### config.mk
export PLATFORM = sky130hd
export DESIGN_NAME = cla_adder
export DESIGN_NICKNAME = d
export VERILOG_FILES = /design/src/rtl/cla_pkg.sv /design/src/rtl/cla_group.sv /design/src/rtl/cla_adder.sv
export SDC_FILE = /design/constraint.sdc
export NUM_CORES = 1
export LEC_CHECK = 0
export ABC_AREA = 1
export BUFFER_PORTS_ARGS = -buffer_cell sky130_fd_sc_hd__clkbuf_2
export CAP_MARGIN = 40
export CELL_PAD_IN_SITES_DETAIL_PLACEMENT = 0
export CELL_PAD_IN_SITES_GLOBAL_PLACEMENT = 2
export CORE_MARGIN = 2
export CORE_UTILIZATION = 24
export CTS_BUF_LIST = sky130_fd_sc_hd__clkbuf_4 sky130_fd_sc_hd__clkbuf_8
export DETAILED_ROUTE_END_ITERATION = 8
export HOLD_SLACK_MARGIN = 0.1
export PLACE_DENSITY = 0.79
export SYNTH_ARGS = -nofsm -noshare
export SYNTH_HDL_FRONTEND = slang
export SYNTH_HIERARCHICAL = 1
export SYNTH_SLANG_ARGS = --single-unit
### constraint.sdc
create_clock -name clk -period 1.2 [get_ports clk]
set_clock_uncertainty 0.15 [all_clocks]
set_input_delay 0 -clock clk [delete_from_list [all_inputs] [get_ports clk]]
set_output_delay 0 -clock clk [all_outputs]
set_load 0.005 [all_outputs]
### src/rtl/cla_pkg.sv
// Shared constants and the expanded-form carry lookahead function used at both
// the bit level (inside a group) and the group level (across groups).
package cla_pkg;

    localparam int unsigned CLA_GROUP = 4;
    // Widest (g, p) vector the lookahead function accepts; callers zero-extend.
    localparam int unsigned CLA_MAX   = 64;
    localparam int unsigned CLA_IDX_W = 6;

    // Carry into position k in two-level sum-of-products form:
    //   c[k] = OR_j<k ( g[j] & p[j+1] & ... & p[k-1] )  |  cin & p[0] & ... & p[k-1]
    // k is a constant at every call site, so this flattens to pure lookahead logic.
    function automatic logic lookahead_carry(input logic [CLA_MAX-1:0] g,
                                             input logic [CLA_MAX-1:0] p,
                                             input logic               cin,
                                             input int unsigned        k);
        logic carry;
        logic term;
        carry = 1'b0;
        for (int unsigned j = 0; j < k; j++) begin
            term = g[j[CLA_IDX_W-1:0]];
            for (int unsigned m = j + 1; m < k; m++) begin
                term = term & p[m[CLA_IDX_W-1:0]];
            end
            carry = carry | term;
        end
        term = cin;
        for (int unsigned m = 0; m < k; m++) begin
            term = term & p[m[CLA_IDX_W-1:0]];
        end
        return carry | term;
    endfunction

endpackage

### src/rtl/cla_group.sv
// One GROUP-bit carry-lookahead block: sum plus group generate/propagate so the
// parent can compute inter-group carries without waiting on this group's cout.
module cla_group
    import cla_pkg::*;
#(
    parameter int unsigned GROUP = CLA_GROUP
) (
    input  logic [GROUP-1:0] a,
    input  logic [GROUP-1:0] b,
    input  logic             cin,
    output logic [GROUP-1:0] sum,
    output logic             gen,
    output logic             prop,
    output logic             cout
);

    logic [GROUP-1:0] g;
    logic [GROUP-1:0] p;
    logic [GROUP:0]   c;

    assign g = a & b;
    assign p = a ^ b;

    for (genvar i = 0; i <= GROUP; i++) begin : g_carry
        assign c[i] = lookahead_carry(CLA_MAX'(g), CLA_MAX'(p), cin, i);
    end

    assign sum  = p ^ c[GROUP-1:0];
    assign cout = c[GROUP];
    // Group generate is the group carry-out with a zero carry-in.
    assign gen  = lookahead_carry(CLA_MAX'(g), CLA_MAX'(p), 1'b0, GROUP);
    assign prop = &p;

endmodule

### src/rtl/cla_adder.sv
// Registered two-level carry-lookahead adder: WIDTH/GROUP lookahead groups, a
// group-level lookahead unit for the inter-group carries, and an output register.
module cla_adder
    import cla_pkg::*;
#(
    parameter int unsigned WIDTH = 4,
    parameter int unsigned GROUP = CLA_GROUP
) (
    input  logic             clk,
    input  logic             rst_n,
    input  logic [WIDTH-1:0] a,
    input  logic [WIDTH-1:0] b,
    output logic [WIDTH-1:0] sum,
    output logic             c_out
);

    localparam int unsigned NumGroups = WIDTH / GROUP;

    if (GROUP == 0 || WIDTH == 0 || (WIDTH % GROUP) != 0 || GROUP >= CLA_MAX ||
        NumGroups >= CLA_MAX) begin : g_bad_params
        $error("cla_adder: WIDTH must be a positive multiple of GROUP within lookahead limits");
    end

    logic [NumGroups-1:0] grp_gen;
    logic [NumGroups-1:0] grp_prop;
    logic [NumGroups-1:0] grp_cout;
    logic [NumGroups:0]   grp_carry;
    logic [WIDTH-1:0]     sum_d;
    logic                 c_out_d;

    for (genvar k = 0; k < NumGroups; k++) begin : g_group
        cla_group #(
            .GROUP (GROUP)
        ) u_group (
            .a    (a[k*GROUP +: GROUP]),
            .b    (b[k*GROUP +: GROUP]),
            .cin  (grp_carry[k]),
            .sum  (sum_d[k*GROUP +: GROUP]),
            .gen  (grp_gen[k]),
            .prop (grp_prop[k]),
            .cout (grp_cout[k])
        );
    end

    // Second-level lookahead over (G, P); adder carry-in is tied to zero.
    for (genvar k = 0; k <= NumGroups; k++) begin : g_grp_carry
        assign grp_carry[k] = lookahead_carry(CLA_MAX'(grp_gen), CLA_MAX'(grp_prop), 1'b0, k);
    end

    assign c_out_d = grp_carry[NumGroups];

    // Group ripple carries are superseded by the lookahead unit.
    logic unused_cout;
    assign unused_cout = ^grp_cout;

    always_ff @(posedge clk) begin
        if (!rst_n) begin
            sum   <= '0;
            c_out <= 1'b0;
        end else begin
            sum   <= sum_d;
            c_out <= c_out_d;
        end
    end

endmodule

==> impl_results.md, run 1 <==
- Outcome: finished with violations
- Failing checks: hold timing
- Pre-CTS setup slack: 0.112 ns
- Worst setup margin: 0.114 ns
- Sum Neg Setup Slack: 0 ns
- Hold Path End: sum[0]$_SDFF_PN0_
- Fmax: 921 MHz
- Setup bufs post-CTS: 0
- # IOs: 15
- Clock power frac: 39.2%
- Die area: 1710 um2
- Leak: 0.319 nW
- Clock-pin slew on the worst setup and hold paths: 0.04 ns
- RSZ-0062 raised after global routing: no
- Tcrit/Tclk final: 90.5%
- Root Buffer: clkbuf_4
- Vias/cell: 3.74
- CP Capture Type: register
- CP required: 1.19 ns
- Hold Path Depth: 4
- Non-filler cells, final: 82
- WL final: 548 um
- Max-slew violations: 0
- Core footprint: 1300 um2
- Placed Cells: 75
- Drt wl/cell: 6.68 um
- Vias: 307
- Pwr Density: 1090 nW/um2
- P&R area growth vs syn: 47.8%
- Sw power: 0.000136 W
- Post-Syn Area per Cell: 7.62 um2
- Hold Fails Final Rpt: 1
- Setup-failing EPs final: 0
- HPWL Detailed: 456 um
- Layout cells sized above 1: 34.3%
- CTS tree: yes
- Internal power: 0.000406 W
- Arrival time at the worst endpoint: 1.07 ns
- Largest net degree at the start of global routing: 6
- Fin Hold WS: -0.0182 ns
- Commonest non-fill, non-tap cell in the layout: clkbuf_2
- DRC errors left: 0
- Antenna violations before repair: 0
- Hold Path Origin: b[0]
- Clock buffer depth: 2
- GRT Resource Usage Total: 8.68%
- Die span in y: 41.4 um
- CTS resizes: 0
- Die W: 41.4 um
- Sw Share: 25.1%
- I/O Buffers: 14
- Peak VDD IR: 0.220 mV
- Post-route cell area: 495 um2
- Ant. Diodes: 0
- Seq pwr share: 35.0%
- Drt pass-1 iters: 3
- Max Cap Viol: 0
- Vias in the first global route: 271
- Commonest cells after routing, fill and taps aside: 14 x clkbuf_2, 11 x nand2_1, 11 x inv_1
- Clk sinks: 5
- Critical path class: in -> reg
- Number of fill cells: 158
- Number of DRC markers in iteration 0: 1
- Fin crit period: 1.09 ns
- Placed cell area: 435 um2
- Post-CTS Hold Fix Bufs: 3
- Final GP Congestion: 0.674
- Post-Syn Area: 335 um2
- Util after Layout: 38.1%
- Hold/Removal Path Class: in -> reg
- Worst-path fanout max: 2
- Post-Syn Instances: 44
- YS warnings: 6
- Final nets: 84
- ANT nets after route: 0
- Grt total ovfl: 0
- Startpoint class of the critical path: input pin
- Htree depth: 1
- Total CTS buffers: 3
- Row count: 13
- First-pass GRT wire length: 931 um
- Comb pwr share: 25.8%
- Initial Util: 25.8%
## power groups by stage
| stage | Combinational [W] | Sequential, W | Clock, W |
|---|---|---|---|
| 2_1_floorplan | 0.0000797 | 0.000196 | 0 |
| 3_3_place_gp | 0.000133 | 0.000192 | 0 |
| 3_5_place_dp | 0.000133 | 0.000193 | 0 |
| 4_1_cts | 0.000141 | 0.000190 | 0.000224 |
| 5_1_grt | 0.000166 | 0.000192 | 0.000234 |
| 6_report | 0.000140 | 0.000190 | 0.000212 |
## state kept, by name (all words and copies together), names as in the netlist
signal and cells:
sum 4, c_out 1
## layer usage
| metal | track usage (%) | part of all wire (%) | up-vias |
|---|---|---|---|
| li1 | - | - | 174 |
| met1 | 7.86 | 44 | 123 |
| met2 | 15.2 | 48 | 10 |
| met3 | 1.60 | 7.3 | 0 |
| met4 | 9.68 | 0 | 0 |
| met5 | 0 | 0 | - |
## stage by stage
stage                     power [W]  hold slack (ns)
after floorplan            0.000276          -0.0565
after global placement     0.000325            0.102
after detailed placement   0.000326            0.108
after CTS                  0.000554          -0.0205
after global routing       0.000592           0.0414
final                      0.000542          -0.0182
## critical path, stage by stage
cell and delay, ns:
clkbuf_2 0.08, ha_1 0.20, dlygate4sd3_1 0.55, nand2_1 0.06
nand3_1 0.08, nand2_1 0.07, inv_1 0.03
## worst max-delay path by stage
stage	start	to	depth (start not counted)
4_1_cts	a[2]	c_out$_SDFF_PN0_	7
6_report	a[2]	c_out$_SDFF_PN0_	7
3_3_place_gp	a[1]	sum[3]$_SDFF_PN0_	10
5_1_grt	a[2]	c_out$_SDFF_PN0_	7
2_1_floorplan	a[1]	sum[3]$_SDFF_PN0_	9
3_5_place_dp	a[1]	sum[3]$_SDFF_PN0_	10
## area by class of cell
cell class / count / area, um2 / area share [%]
multi-input cells: 29 / 198 / 39.9
repair buffers: 18 / 108 / 21.7
flip-flops and latches: 5 / 100 / 20.2
inverters: 11 / 41.3 / 8.33
clock buffers: 4 / 30.0 / 6.06
well taps: 15 / 18.8 / 3.79
Power figures use the tool's default switching activity.
==> run 2: changes to the inputs <==
ABC_AREA = default   (was 1)
CORE_AREA = 2 2 39 41   (was default)
CORE_MARGIN = default   (was 2)
CORE_UTILIZATION = default   (was 24)
CTS_CLUSTER_DIAMETER = 50   (was default)
DIE_AREA = 0 0 41 43   (was default)
GPL_ROUTABILITY_DRIVEN = 0   (was default)
PLACE_DENSITY = 0.74   (was 0.79)
==> run 2 against run 1 <==
Against the previous run:
- flip-flop and latch count did not move
- total power fell by 3.5%
- fmax rose by 15%
- clock power barely moved
- via count fell by 19%
- critical path type unchanged
- wire length fell by 10%
- utilization fell by 6.9 points
- largest cell class unchanged
- critical path depth fell by 1
- setup slack improved by 0.14 ns
- synthesized area fell by 13%
- the flow now finishes without violations
- hold slack improved by 0.023 ns
==> impl_results.md, run 2 <==
- Outcome: finished clean
- CP Capture Type: register
- Most flops, register: sum
- Setup bufs post-CTS: 0 (unchanged)
- Tcrit/Tclk final: 78.5% (-12 points)
- Placed Cells: 61 (-19%)
- Seq pwr share: 36.6% (+1.6 points)
- Fin crit period: 0.942 ns (-0.144 ns)
- Critical path class: in -> reg
- Htree depth: 1 (unchanged)
- Largest net degree at the start of global routing: 6 (unchanged)
- Initial Util: 21.0% (-4.8 points)
- Number of DRC markers in iteration 0: 3 (+2)
- Util after Layout: 31.2% (-6.9 points)
- RSZ-0062 raised after global routing: no
- Total CTS buffers: 3 (unchanged)
- Internal power: 0.000403 W (-0.65%)
- Met2 Routed Length: 248 um (-6.1%)
- Ant. Diodes: 0 (unchanged)
- ANT nets after route: 0 (unchanged)
- Max-slew violations: 0 (unchanged)
- # IOs: 15 (unchanged)
- Drt pass-1 iters: 2 (-1)
- DRC errors left: 0 (unchanged)
- Row count: 14 (+1)
- CTS resizes: 0 (unchanged)
- Setup-failing EPs final: 0 (unchanged)
- Antenna violations before repair: 0 (unchanged)
- Layout cells sized above 1: 38.0% (+3.7 points)
- Grt total ovfl: 0 (unchanged)
- Max Cap Viol: 0 (unchanged)
- Die area: 1760 um2 (+3.0%)
- Post-CTS Hold Fix Bufs: 1 (-2)
- YS warnings: 6 (unchanged)
- Uppermost routed layer: met4
- Die W: 41 um (-0.92%)
- Pwr Density: 1210 nW/um2 (+11%)
- Regs by FF count: sum: 4 flops, c_out: 1 flops
- Post-Syn Area: 290 um2 (-13%)
- GRT Resource Usage Total: 8.01% (-0.67 points)
- Final nets: 67 (-20%)
- Root Buffer: clkbuf_4
- Hold/Removal Path Class: in -> reg
- Sum Neg Setup Slack: 0 ns (unchanged)
- CP required: 1.18 ns (about the same)
- Post-Syn Instances: 29 (-34%)
- First-pass GRT wire length: 903 um (-3.0%)
- Post-Syn Area per Cell: 10.0 um2 (+31%)
- I/O Buffers: 14 (unchanged)
- CTS tree: yes
- Comb pwr share: 23.2% (-2.6 points)
- Clock buffer depth: 2 (unchanged)
- Startpoint class of the critical path: input pin
- Vias in the first global route: 246 (-9.2%)
- Clk sinks: 5 (unchanged)
- Clock-pin slew on the worst setup and hold paths: 0.04 ns (about the same)
- Hold Fails Final Rpt: 0 (-1)
- WL final: 491 um (-10%)
- Commonest cells after routing, fill and taps aside: 14 x clkbuf_2, 5 x and2_1, 5 x dfxtp_1, 5 x ha_1, 4 x clkbuf_4
- Sw Share: 22.8% (-2.2 points)
- Metal-1 WL: 202 um (-17%)
- Leak: 0.222 nW (-30%)
- Sw power: 0.000119 W (-12%)
- Fin Hold WS: 0.00471 ns (+0.0229 ns)
- P&R area growth vs syn: 48.7%
- Drt wl/cell: 7.44 um (+11%)
- Peak VDD IR: 0.189 mV (-14%)
- Fmax: 1060 MHz (+15%)
- Clock power frac: 40.2% (+1.0 points)
- Non-filler cells, final: 66 (-20%)
- Arrival time at the worst endpoint: 0.92 ns (-0.15 ns)
- Vias/cell: 3.76 (+0.37%)
- Core footprint: 1380 um2 (+6.3%)
- Die span in y: 43 um (+3.9%)
- Commonest non-fill, non-tap cell in the layout: clkbuf_2
- WL met3: 31 um (-23%)
- Max reg flops: 4 (unchanged)
- Total power: 0.000523 W (-3.5%)
- Vias: 248 (-19%)
- Worst-path fanout max: 4 (+2)
==> run 2: layout make-up <==
class | count | area, um2
Multi-Input combinational cell | 25 | 194
Tap cell | 16 | 20.0
Sequential cell | 5 | 100
Clock buffer | 4 | 30.0
Fill cell | 152 | 952
Timing Repair Buffer | 16 | 87.6
==> run 2: through the flow <==
step                cell area (um2)  worst slack, ns
floorplan                       294            0.129
global placement                392          0.00796
detailed placement              392           0.0130
CTS                             432            0.262
global route                    432            0.190
finish                          432            0.258
==> run 2: final timing paths <==
path / from / end / cells past startpoint
worst min-delay path: b[0] / sum[0]$_SDFF_PN0_ / 3
worst max-delay path: a[2] / sum[3]$_SDFF_PN0_ / 6
==> run 2: power groups by stage <==
stage	logic (W)	registers (W)	clock network [W]
2_1_floorplan	0.0000663	0.000197	0
3_3_place_gp	0.000120	0.000193	0
3_5_place_dp	0.000120	0.000194	0
4_1_cts	0.000123	0.000191	0.000218
5_1_grt	0.000145	0.000194	0.000231
6_report	0.000121	0.000191	0.000210
==> run 2: metal layers <==
layer  vias to the layer above  GRT usage, %
met5                         -             0
met4                         0          10.0
met2                         9          10.9
met3                         2          1.57
li1                        136             -
met1                       101          8.60
==> run 2: worst max-delay path, stage by stage <==
cell and delay (ns):
clkbuf_2 0.08, ha_1 0.33, a21oi_1 0.16, nand2_1 0.08, xor2_1 0.14, and2_1 0.14
